$ cat config.mk
export PLATFORM = sky130hd
export DESIGN_NAME = backtrack_ctrl_flat
export DESIGN_NICKNAME = d
export VERILOG_FILES = /design/src/rtl/backtrack_ctrl_if.sv /design/src/rtl/backtrack_ctrl.sv /design/src/flat_wrapper.sv
export SDC_FILE = /design/constraint.sdc
export NUM_CORES = 1
export LEC_CHECK = 0
export ABC_AREA = 1
export BUFFER_PORTS_ARGS = -buffer_cell sky130_fd_sc_hd__buf_2
export CAP_MARGIN = 20
export CORE_MARGIN = 2
export CORE_UTILIZATION = 37
export CTS_BUF_LIST = sky130_fd_sc_hd__clkbuf_16
export DETAILED_ROUTE_END_ITERATION = 8
export GPL_TIMING_DRIVEN = 0
export PLACE_DENSITY = 0.74
export SYNTH_ARGS = -nofsm -noshare
export SYNTH_HDL_FRONTEND = slang
export SYNTH_SLANG_ARGS = --single-unit
export TNS_END_PERCENT = 100
$ cat constraint.sdc
create_clock -name clock -period 1.1 [get_ports clock]
set_input_delay 0.165 -clock clock [delete_from_list [all_inputs] [get_ports clock]]
set_output_delay 0.165 -clock clock [all_outputs]
set_load 0.01 [all_outputs]
$ cat src/rtl/backtrack_ctrl_if.sv
// -----------------------------------------------------------------------------
// backtrack_ctrl_if
//   Bus between the backtrack controller and the trace-table stack.
//   master : the backtrack controller (issues pop/push, reads the popped entry)
//   slave  : the trace-table stack
//   Signals:
//     tt_pop      pop request            (master -> slave)
//     tt_push     push request           (master -> slave)
//     tt_type_wr  pushed type, 1=Forced  (master -> slave)
//     tt_val_wr   pushed value           (master -> slave)
//     tt_var_wr   pushed variable        (master -> slave)
//     tt_type_rd  top entry type, 0=Decide 1=Forced (slave -> master)
//     tt_val_rd   top entry value        (slave -> master)
//     tt_var_rd   top entry variable     (slave -> master)
//     tt_empty    stack empty, registered in the stack (slave -> master)
// -----------------------------------------------------------------------------
`timescale 1ns/1ps
`ifndef MAX_VARS_BITS
`define MAX_VARS_BITS 8
`endif

interface backtrack_ctrl_if #(
  parameter int VAR_BITS = `MAX_VARS_BITS
) ();
  logic                tt_pop;
  logic                tt_push;
  logic                tt_type_wr;
  logic                tt_val_wr;
  logic [VAR_BITS-1:0] tt_var_wr;
  logic                tt_type_rd;
  logic                tt_val_rd;
  logic [VAR_BITS-1:0] tt_var_rd;
  logic                tt_empty;

  modport master (
    output tt_pop, tt_push, tt_type_wr, tt_val_wr, tt_var_wr,
    input  tt_type_rd, tt_val_rd, tt_var_rd, tt_empty
  );

  modport slave (
    input  tt_pop, tt_push, tt_type_wr, tt_val_wr, tt_var_wr,
    output tt_type_rd, tt_val_rd, tt_var_rd, tt_empty
  );
endinterface

$ cat src/rtl/backtrack_ctrl.sv
// -----------------------------------------------------------------------------
// backtrack_ctrl
//   Reader side of the trace-table stack. On a conflict it pops trace entries,
//   unassigning each popped variable, until the most recent Decide entry is
//   found; that variable is then pushed back as Forced with the opposite value
//   and written to the variable store. Running out of entries reports UNSAT.
//
//   Optional feature macro: BT_STATS_EN
//     defined   -> CNT_BITS parameter and bt_count port present; bt_count
//                  counts completed backtracks, saturating at all-ones.
//     undefined -> no counter, no bt_count port.
//
//   Ports:
//     clock         system clock
//     reset         synchronous, active-high
//     bt_start      conflict detected; request one backtrack (ignored if busy)
//     bt_busy       controller is not idle
//     bt_done       1-cycle pulse: flipped decision pushed
//     bt_unsat      1-cycle pulse: trace empty, no decision left
//     flip_var      flipped variable (valid with bt_done, else 0)
//     flip_val      new value of flip_var (valid with bt_done, else 0)
//     tt            trace-stack bus (master side)
//     unassign_en   clear assignment of unassign_var this cycle
//     unassign_var  variable to unassign
//     assign_en     write flip_val to flip_var this cycle
//     bt_count      completed backtracks (BT_STATS_EN only)
// -----------------------------------------------------------------------------
// state  | meaning
// IDLE   | waiting for bt_start
// POP    | popping trace entries until a Decide entry or an empty stack
// PUSH   | pushing the flipped decision back as Forced, reporting done
// -----------------------------------------------------------------------------
`timescale 1ns/1ps
`ifndef MAX_VARS_BITS
`define MAX_VARS_BITS 8
`endif

module backtrack_ctrl #(
  parameter int VAR_BITS = `MAX_VARS_BITS
`ifdef BT_STATS_EN
  ,
  parameter int CNT_BITS = 16
`endif
) (
  input  logic                clock,
  input  logic                reset,
  input  logic                bt_start,
  output logic                bt_busy,
  output logic                bt_done,
  output logic                bt_unsat,
  output logic [VAR_BITS-1:0] flip_var,
  output logic                flip_val,
  backtrack_ctrl_if.master    tt,
  output logic                unassign_en,
  output logic [VAR_BITS-1:0] unassign_var,
  output logic                assign_en
`ifdef BT_STATS_EN
  ,
  output logic [CNT_BITS-1:0] bt_count
`endif
);

  typedef enum logic [1:0] {
    S_IDLE = 2'd0,
    S_POP  = 2'd1,
    S_PUSH = 2'd2
  } state_t;

  state_t              state;
  state_t              state_nxt;
  logic [VAR_BITS-1:0] var_q;
  logic                val_q;

  logic                pop_c;
  logic                push_c;
  logic                type_wr_c;
  logic                val_wr_c;
  logic [VAR_BITS-1:0] var_wr_c;

  // A Decide entry seen while popping ends the pop phase.
  logic                decide_hit;
  assign decide_hit = (state == S_POP) && !tt.tt_empty && !tt.tt_type_rd;

  always_ff @(posedge clock) begin
    if (reset) begin
      state <= S_IDLE;
    end else begin
      state <= state_nxt;
    end
  end

  always_ff @(posedge clock) begin
    if (reset) begin
      var_q <= '0;
      val_q <= 1'b0;
    end else if (decide_hit) begin
      var_q <= tt.tt_var_rd;
      val_q <= ~tt.tt_val_rd;
    end
  end

  always_comb begin
    state_nxt = state;
    case (state)
      S_IDLE: begin
        if (bt_start) state_nxt = S_POP;
      end
      S_POP: begin
        if (tt.tt_empty)         state_nxt = S_IDLE;
        else if (!tt.tt_type_rd) state_nxt = S_PUSH;
      end
      S_PUSH: begin
        state_nxt = S_IDLE;
      end
      default: begin
        state_nxt = S_IDLE;
      end
    endcase
  end

  // Outputs are forced low while reset is held so that a reset arriving in
  // the middle of a backtrack cannot issue a pop or push in that cycle.
  always_comb begin
    bt_busy      = 1'b0;
    bt_done      = 1'b0;
    bt_unsat     = 1'b0;
    flip_var     = '0;
    flip_val     = 1'b0;
    unassign_en  = 1'b0;
    unassign_var = '0;
    assign_en    = 1'b0;
    pop_c        = 1'b0;
    push_c       = 1'b0;
    type_wr_c    = 1'b0;
    val_wr_c     = 1'b0;
    var_wr_c     = '0;
    if (!reset) begin
      case (state)
        S_POP: begin
          bt_busy = 1'b1;
          if (tt.tt_empty) begin
            bt_unsat = 1'b1;
          end else begin
            pop_c        = 1'b1;
            unassign_en  = 1'b1;
            unassign_var = tt.tt_var_rd;
          end
        end
        S_PUSH: begin
          bt_busy   = 1'b1;
          push_c    = 1'b1;
          type_wr_c = 1'b1;
          val_wr_c  = val_q;
          var_wr_c  = var_q;
          assign_en = 1'b1;
          bt_done   = 1'b1;
          flip_var  = var_q;
          flip_val  = val_q;
        end
        default: begin
        end
      endcase
    end
  end

  assign tt.tt_pop     = pop_c;
  assign tt.tt_push    = push_c;
  assign tt.tt_type_wr = type_wr_c;
  assign tt.tt_val_wr  = val_wr_c;
  assign tt.tt_var_wr  = var_wr_c;

`ifdef BT_STATS_EN
  always_ff @(posedge clock) begin
    if (reset) begin
      bt_count <= '0;
    end else if (bt_done && (bt_count != {CNT_BITS{1'b1}})) begin
      bt_count <= bt_count + 1'b1;
    end
  end
`endif

endmodule

$ cat src/flat_wrapper.sv
// flat-port wrapper written by rule: the top's interface ports become plain ports
module backtrack_ctrl_flat 
#(
  parameter int VAR_BITS = `MAX_VARS_BITS

)
  (clock, reset, bt_start, bt_busy, bt_done, bt_unsat, flip_var, flip_val, unassign_en, unassign_var, assign_en, tt_tt_pop, tt_tt_push, tt_tt_type_wr, tt_tt_val_wr, tt_tt_var_wr, tt_tt_type_rd, tt_tt_val_rd, tt_tt_var_rd, tt_tt_empty);
  backtrack_ctrl_if #(.VAR_BITS(VAR_BITS)) tt_i ();
  input  logic clock;
  input  logic reset;
  input  logic bt_start;
  output logic bt_busy;
  output logic bt_done;
  output logic bt_unsat;
  output logic [VAR_BITS-1:0] flip_var;
  output logic flip_val;
  output logic unassign_en;
  output logic [VAR_BITS-1:0] unassign_var;
  output logic assign_en;
  output wire logic [$bits(tt_i.tt_pop)-1:0] tt_tt_pop;
  output wire logic [$bits(tt_i.tt_push)-1:0] tt_tt_push;
  output wire logic [$bits(tt_i.tt_type_wr)-1:0] tt_tt_type_wr;
  output wire logic [$bits(tt_i.tt_val_wr)-1:0] tt_tt_val_wr;
  output wire logic [$bits(tt_i.tt_var_wr)-1:0] tt_tt_var_wr;
  input wire logic [$bits(tt_i.tt_type_rd)-1:0] tt_tt_type_rd;
  input wire logic [$bits(tt_i.tt_val_rd)-1:0] tt_tt_val_rd;
  input wire logic [$bits(tt_i.tt_var_rd)-1:0] tt_tt_var_rd;
  input wire logic [$bits(tt_i.tt_empty)-1:0] tt_tt_empty;
  assign tt_tt_pop = tt_i.tt_pop;
  assign tt_tt_push = tt_i.tt_push;
  assign tt_tt_type_wr = tt_i.tt_type_wr;
  assign tt_tt_val_wr = tt_i.tt_val_wr;
  assign tt_tt_var_wr = tt_i.tt_var_wr;
  assign tt_i.tt_type_rd = tt_tt_type_rd;
  assign tt_i.tt_val_rd = tt_tt_val_rd;
  assign tt_i.tt_var_rd = tt_tt_var_rd;
  assign tt_i.tt_empty = tt_tt_empty;
  backtrack_ctrl #(.VAR_BITS(VAR_BITS)) u_core (.clock(clock), .reset(reset), .bt_start(bt_start), .bt_busy(bt_busy), .bt_done(bt_done), .bt_unsat(bt_unsat), .flip_var(flip_var), .flip_val(flip_val), .tt(tt_i), .unassign_en(unassign_en), .unassign_var(unassign_var), .assign_en(assign_en));
endmodule
==> results of run 1 <==
## cell usage after synthesis
master	instances
sky130_fd_sc_hd__nand2_2	2
sky130_fd_sc_hd__ha_1	4
sky130_fd_sc_hd__a21oi_1	11
sky130_fd_sc_hd__inv_1	17
sky130_fd_sc_hd__buf_1	1
sky130_fd_sc_hd__nor2_4	1
sky130_fd_sc_hd__buf_4	13
sky130_fd_sc_hd__clkbuf_1	2
sky130_fd_sc_hd__dfxtp_1	11
sky130_fd_sc_hd__nand3_1	2
sky130_fd_sc_hd__nand3_2	1
sky130_fd_sc_hd__nor2_1	20
sky130_fd_sc_hd__nand2_1	32
sky130_fd_sc_hd__inv_2	1
## area by class of cell
cell class	instances	area, sq um	share of cell area
Buffer	16	155	0.0924
Sequential cell	11	228	0.136
Clock inverter	1	3.75	0.00224
Tap cell	27	33.8	0.0201
Multi-Input combinational cell	74	601	0.358
Inverter	18	87.6	0.0522
Clock buffer	3	75.1	0.0447
Timing Repair Buffer	55	495	0.295
## critical path: stages, from the launching register on
cell,delay [ps]
sky130_fd_sc_hd__dfxtp_4,360
sky130_fd_sc_hd__inv_4,70
sky130_fd_sc_hd__ha_4,150
sky130_fd_sc_hd__nand2_4,60
sky130_fd_sc_hd__nor2_4,170
sky130_fd_sc_hd__inv_8,100
sky130_fd_sc_hd__nor2_4,130
sky130_fd_sc_hd__buf_6,110
## worst max path at each step
stage,startpoint,end,slack [ps]
after floorplan,u_core.state[0],tt_tt_var_wr[0],-90
after global placement,reset,tt_tt_var_wr[6],-260
after detailed placement,reset,tt_tt_var_wr[2],-260
after CTS,u_core.state[0],tt_tt_var_wr[4],-410
after global routing,u_core.state[1],unassign_var[4],-500
final,u_core.state[1],unassign_var[2],-460
## per-stage QoR
stage	hold slack (ps)	instance area, sq um
floorplan	252	888
global placement	347	1160
detailed placement	358	1160
CTS	110	1500
global route	145	1680
finish	129	1680
## cells by family (layout without fill, tap and decap cells)
logic type      count (synthesis)  after routing  synth area share
buf+inv                        34             93             0.238
flops                          11             11             0.297
compound gates                 11             11            0.0743
fa+ha+maj                       4              4            0.0676
simple gates                   58             59             0.323
## report_power, final
part           switching (uW)  internal [uW]  leakage [uW]
Sequential               22.0            417     0.0000906
Clock                     209            480     0.0000423
Combinational             197            151      0.000707
## state kept, by name, indices dropped and copies added (netlist names)
signal / count
u_core.state: 2
u_core.val_q: 1
u_core.var_q: 8
## layer usage
layer  vias to the layer above  wire length [um]  GRT usage  part of all wire
met2                        40              1790      0.447              0.55
met3                         5               142     0.0617             0.043
met1                       481              1300      0.230              0.40
met4                         0                36     0.0333             0.011
li1                        459                 -          -                 -
met5                         -                 0          0                 0
## timing repair
item	CTS	global route
pin swaps	16	8
gates resized for setup	44	36
setup buffers	4	3
cloned	2	0
endpoints found under the setup margin	44	45
==> results.md, run 1 <==
Run status:
- The flow ran to the end, but the final reports show violations.
- The final reports fail on setup timing.

Job:
- The number of maximum-capacitance constraint violations is 0.

Placed design:
- The instance count after placement with tap cells included is approximately 190.
- The worst setup slack after placement is -260 ps.
- The half-perimeter wire length of the detailed placement result is between 1500 and 2000 um.
- In this run the tool buffered the top-level ports with 47 buffer cells.
- The global placement routability congestion is around 0.74.

Timing:
- The portion of the clock cycle consumed by the worst path in the final layout is 1.41.
- The worst path setup slack after routing is -455 ps.
- The final setup violation count is between 40 and 50.
- The final-report hold violation count is 0.
- Summed over all failing endpoints, the final setup total negative slack is -15540 ps.
- Counting I/O delays and the setup requirement, the final critical path takes ~1600 ps.
- The worst-case headroom to the max-slew limit is 0.638.
- The actual slew at the worst max-slew pin is approximately 540 ps.
- For the final database, setup skew stands at about 6.5 ps.
- The max-slew violation count was 0.
- Setup repair after global routing could not meet its margin everywhere.
- Timing would allow up to 643 MHz.

Critical path:
- The data arrival at the endpoint of the critical path is 1390 ps.
- The category of the most critical setup path is flop to output pin.
- At the worst endpoint, the required time is 940 ps.
- For the worst flop-to-flop path, the logic depth is 8.
- The startpoint of the lowest-slack register-to-register path is u_core.state[1].
- The startpoint class of the critical path is a flop.
- The reg2reg setup slack is -340 ps.
- Along the worst path, the maximum fanout reaches 8.
- The worst register-to-register path ends at u_core.val_q.
- The worst setup path is captured at an output pin.

Min path:
- The class of the worst hold path is primary input to flop.
- For hold timing, the worst endpoint is u_core.val_q.
- In this run the most critical hold path is launched from tt_tt_val_rd.
- The count of cells along the worst hold path is 2.

Synthesis:
- Synthesis inferred 11 register bits.
- Synthesis handed over a netlist of around 120 instances.
- Yosys printed 0 warnings.
- The post-synthesis cell type with the largest combined area is sky130_fd_sc_hd__dfxtp_1.
- The mean instance size in the synthesized netlist is about 6.3 sq um.
- The share of the Yosys chip area taken by registers is 0.297.
- By area the synthesized netlist is led by sky130_fd_sc_hd__dfxtp_1 (30%), sky130_fd_sc_hd__nand2_1 (16%), sky130_fd_sc_hd__buf_4 (13%).
- The net count of the mapped netlist is about 140.
- Of the post-synthesis cell area, the dominant cell type holds 0.297.
- The post-synthesis instance area is about 740 sq um.
- Yosys mapped the design onto 14 distinct sky130hd cell types.

Pwr:
- The worst ir drop on vdd is roughly 1100 uV.
- The areal power density over the cells is approximately 880 nW/um^2.
- The overall power of the completed layout is ~1500 uW.
- Summed over all cells, the static leakage comes to around 0.00084 uW.

Finish:
- After the last flow step, the layout net total stands at 197.
- The relative area change from synthesis to final layout is 127%.
- Leaving out fill and tap cells, the most frequent cell in the layout is sky130_fd_sc_hd__buf_6.
- The final core area utilization is 0.874.
- For this run, the number of standard cells in the final layout without fillers is between 200 and 250.
- The final antenna diode count is 0.
- The ratio of cells with drive above 1 in the final layout is 0.663.
- The library cells used most frequently in the layout, excluding fill and tap cells, are sky130_fd_sc_hd__buf_6 (41), sky130_fd_sc_hd__nand2_1 (23), sky130_fd_sc_hd__nor2_4 (18), sky130_fd_sc_hd__buf_2 (18), sky130_fd_sc_hd__inv_1 (14).
- The layout has 93 filler cells.

Detailed routing:
- For this block, the initial DRC count from the detailed router was 18.
- The routed design has between 3000 and 4000 um of wire.
- Detailed routing inserted a total of 985 vias.
- In the routed layout, each cell is associated on average with a via count of between 4 and 5.
- The routed length per placed instance is ~16 um.
- The post-route DRC violation count is 0.
- In this run the remaining antenna-violating nets after routing total 0.
- The first detailed-routing pass took 4 iterations.

Clocking:
- The TritonCTS buffer count is 3.
- Counting every sink on the clock net gives 11.
- The clock reaches the later pin of the worst-skew pair after roughly 250 ps.
- The CTS clock-pin slew for the worst setup and hold paths is around 50 ps.
- The root buffer cell is sky130_fd_sc_hd__clkbuf_16.
- CTS built an H-tree with a depth of 1.
- The maximum number of buffers from clock root to sink is 2.
- The hold-fix buffer count after cts is 0.
- TritonCTS built the clock tree.

GRT:
- The number of global-route vias before repair is between 900 and 1000.
- The total routing resource utilization after global routing is 0.223.
- The first global-routing pass estimated around 4100 um of wire.
- The maximum number of pins on one net before global-route repair is 11.
- The initial antenna violation count is 0.
- The total overflow left after global routing is 0.

Floorplanning:
- After floorplanning, the core was divided into 16 placement rows.
- The width of the die is 48.7 um.
- The initial utilization of the core area, before any placement, comes to 0.385.
- During I/O placement, the number of pins put on the boundary was 48.
- The die area is 2380 sq um.
- The placeable core area is 1920 sq um.
- The die span in y is 48.7 um.
(Power assumes the default switching activity.)
==> run 2: changes to the inputs <==
==> constraint.sdc (replaced) <==
create_clock -name clock -period 1.1 [get_ports clock]
set_input_delay 0.055 -clock clock [delete_from_list [all_inputs] [get_ports clock]]
set_output_delay 0.055 -clock clock [all_outputs]
set_load 0.01 [all_outputs]
==> results.md, run 2 (synthesis results as in run 1) <==
Floorplanning:
- The floorplan step defined a die boundary enclosing approximately 2400 sq um.
- After floorplanning, the core was divided into 16 placement rows.
- For this design the top-level I/O count stands at 48.
- The die is between 40 and 50 um wide.
- The initial utilization of the core area, before any placement, comes to 0.385.
- The die span in y is a little under 50 um.
- The placeable core area is slightly below 2000 sq um.

Critical path:
- Data on the critical path arrives at its endpoint at about 1600 ps.
- STA classifies the critical path endpoint as a flop.
- Counting stages on the worst path, the most repeated cell is sky130_fd_sc_hd__nand2_1.
- The critical path's largest stage delay is roughly 370 ps.
- The slowest library cell on the worst path is sky130_fd_sc_hd__dfxtp_4.
- Walking the worst path, the cells encountered are buf_12 -> ha_4 -> buf_4 -> nand3_2 -> nand2_1 -> nand2_1 -> a21oi_1.
- The startpoint class of the critical path is a flop.
- The number of buffers and inverters on the critical path is 2.
- The largest fanout on the critical path is 9.
- The critical path in this run is classified as flop to flop.
- Broken down by cell family, the worst path's largest delay share belongs to simple AND/OR/NAND/NOR gates.
- The data required time of the worst path is approximately 1300 ps.

Detailed routing:
- For this block, the initial DRC count from the detailed router was 11.
- Dividing the detail-routed wire length by the instance count gives ~14 um.
- The routed design uses ~130 um of met3 wire.
- The pre-antenna-repair detailed-routing pass consisted of 4 iterations.
- The count of vias placed by the detailed router is 995.
- The final layout contains routed wiring with a total length of approximately 3000 um.
- Summed over all nets, wire length on met2 after detailed routing comes to 1700 um.
- The uppermost metal layer occupied by signal nets is met4.
- The number of antenna-violating nets in the routed design is 0.
- The post-route DRC violation count is 0.
- For this block, wires on met1 add up to 1110 um.
- After detailed routing, the number of vias per cell comes to 4.81.

Pwr:
- The overall power of the completed layout is roughly 1400 uW.
- IR analysis of the VDD net gives a maximum drop of 1010 uV.
- The areal power density over the cells is slightly below 900 nW/um^2.
- For this design the static power due to leakage is ~0.00084 uW.

Job:
- The number of maximum-capacitance constraint violations is 0.

Timing:
- The final setup violation count is 45.
- Derived from the worst setup path, the maximum achievable clock frequency is 692 MHz.
- Headroom to the max-slew limit came out at 0.654.
- The worst path setup slack after routing is -345 ps.
- Dividing the final minimum period by the clock period gives 1.31.
- The worst clock skew is roughly 2.4 ps.
- The max-slew violation count was 0.
- The minimum clock period is about 1400 ps.
- The actual slew at the worst max-slew pin is 519 ps.
- Adding up every negative setup slack in the final design gives -10190 ps.
- Setup repair after global routing could not meet its margin everywhere.
- The final-report hold violation count is 0.

Clocking:
- CTS built an H-tree with a depth of 1.
- Counting every sink on the clock net gives 11.
- The clock latency on the worst-skew pair is 240 ps.
- Buffers inserted during clock tree synthesis total 3.
- In this run the deepest clock path goes through 2 buffers.
- CTS placed an instance of sky130_fd_sc_hd__clkbuf_16 at the clock tree root.
- After clock tree synthesis, the clock-pin slew on the worst setup and hold paths is ~40 ps.
- The clock tree from TritonCTS is built.

Placed design:
- Summing all placed instances gives a cell area of about 1100 sq um.
- The half-perimeter wire length of the detailed placement result is around 1300 um.
- The worst setup slack after placement is -177 ps.
- The congestion estimate from routability-driven global placement came to around 0.78.
- Port buffering added 47 buffers.

GRT:
- Summed over all layers, the global routing overflow is 0.
- The initial antenna violation count came to 0.
- The number of global-route vias before repair was 864.
- Entering global routing, the biggest net connects 11 pins.
- The total routing resource utilization after global routing is 0.190.
- The first-pass GRT wire length is around 3600 um.

Finish:
- The number of flip-flops in the largest register is 8.
- The ratio of cells with drive above 1 in the final layout is 0.683.
- The relative area change from synthesis to final layout is 120%.
- For this run, the post-layout net count is 199.
- The leading cell type in the layout, fill and taps excluded is sky130_fd_sc_hd__buf_6.
- In the layout the commonest cells are sky130_fd_sc_hd__buf_6 (33), sky130_fd_sc_hd__buf_2 (26), sky130_fd_sc_hd__nand2_1 (21).
- After routing the design area is about 1600 sq um.
- The fill cell instance count of the final layout is 94.
- The most flop-heavy register is u_core.var_q.
- The number of antenna diodes in the final layout is 0.
- In the final layout, the registers with the most flip-flops are u_core.var_q x8, u_core.state x2, u_core.val_q x1.

Run status:
- The flow ran to the end, but the final reports show violations.
- The final reports fail on setup timing.

Min path:
- The class of the worst hold path is primary input to flop.
-- run 2: worst paths after layout --
check                                startpoint         endpoint  slack [ps]  depth (start not counted)
worst max-delay path            u_core.state[0]     u_core.val_q        -340                          7
worst min register to register  u_core.var_q[5]  u_core.var_q[5]         490                          2
worst min-delay path            tt_tt_var_rd[1]  u_core.var_q[1]          80                          3
worst max register to register  u_core.state[0]     u_core.val_q        -340                          7
-- run 2: routing by layer --
layer | up-vias | GRT usage
met4 | 0 | 0.0381
met1 | 486 | 0.212
met2 | 39 | 0.354
met3 | 4 | 0.0556
li1 | 466 | -
met5 | - | 0
-- run 2: through the flow --
step	cells	hold slack, ps	utilization
3_5_place_dp	192	232	0.563
2_1_floorplan	118	142	-
4_1_cts	204	75.4	0.718
6_report	207	78.9	0.848
5_1_grt	207	90.2	0.848
3_3_place_gp	192	235	0.563
-- run 2: repair_timing --
item / 4_1_cts / 5_1_grt
hold buffers: 1 / 0
endpoints found under the setup margin: 44 / 45
resized for setup: 34 / 53
pin swaps: 9 / 11
hold endpoints to repair: 1 / 0
setup buffers: 5 / 3
cloned: 2 / 0
-- run 2: worst reg2reg max path: cells and delay by family, from the launching register on --
kind,cells,cell delay [ps]
buffers and inverters,2,220
AND/OR/NAND/NOR,3,450
flip-flops,1,370
AO/OA/AOI/OAI,1,180
adder cells (fa/ha/maj),1,130
-- run 2: layout make-up --
| class | instances | area [sq um] | area share |
|---|---|---|---|
| buffer | 16 | 159 | 0.0975 |
| inverter | 18 | 82.6 | 0.0507 |
| timing repair buffer | 57 | 472 | 0.289 |
| multi-input combinational | 74 | 577 | 0.354 |
| tap | 27 | 33.8 | 0.0207 |
| sequential | 11 | 228 | 0.140 |
| clock inverter | 1 | 3.75 | 0.00230 |
| clock buffer | 3 | 75.1 | 0.0460 |
-- run 2: where the power goes --
group | leakage [uW] | internal (uW) | switching (uW)
sequential | 0.0000906 | 418 | 20.3
clock | 0.0000423 | 476 | 169
combinational | 0.000711 | 156 | 190
total | 0.000844 | 1050 | 379
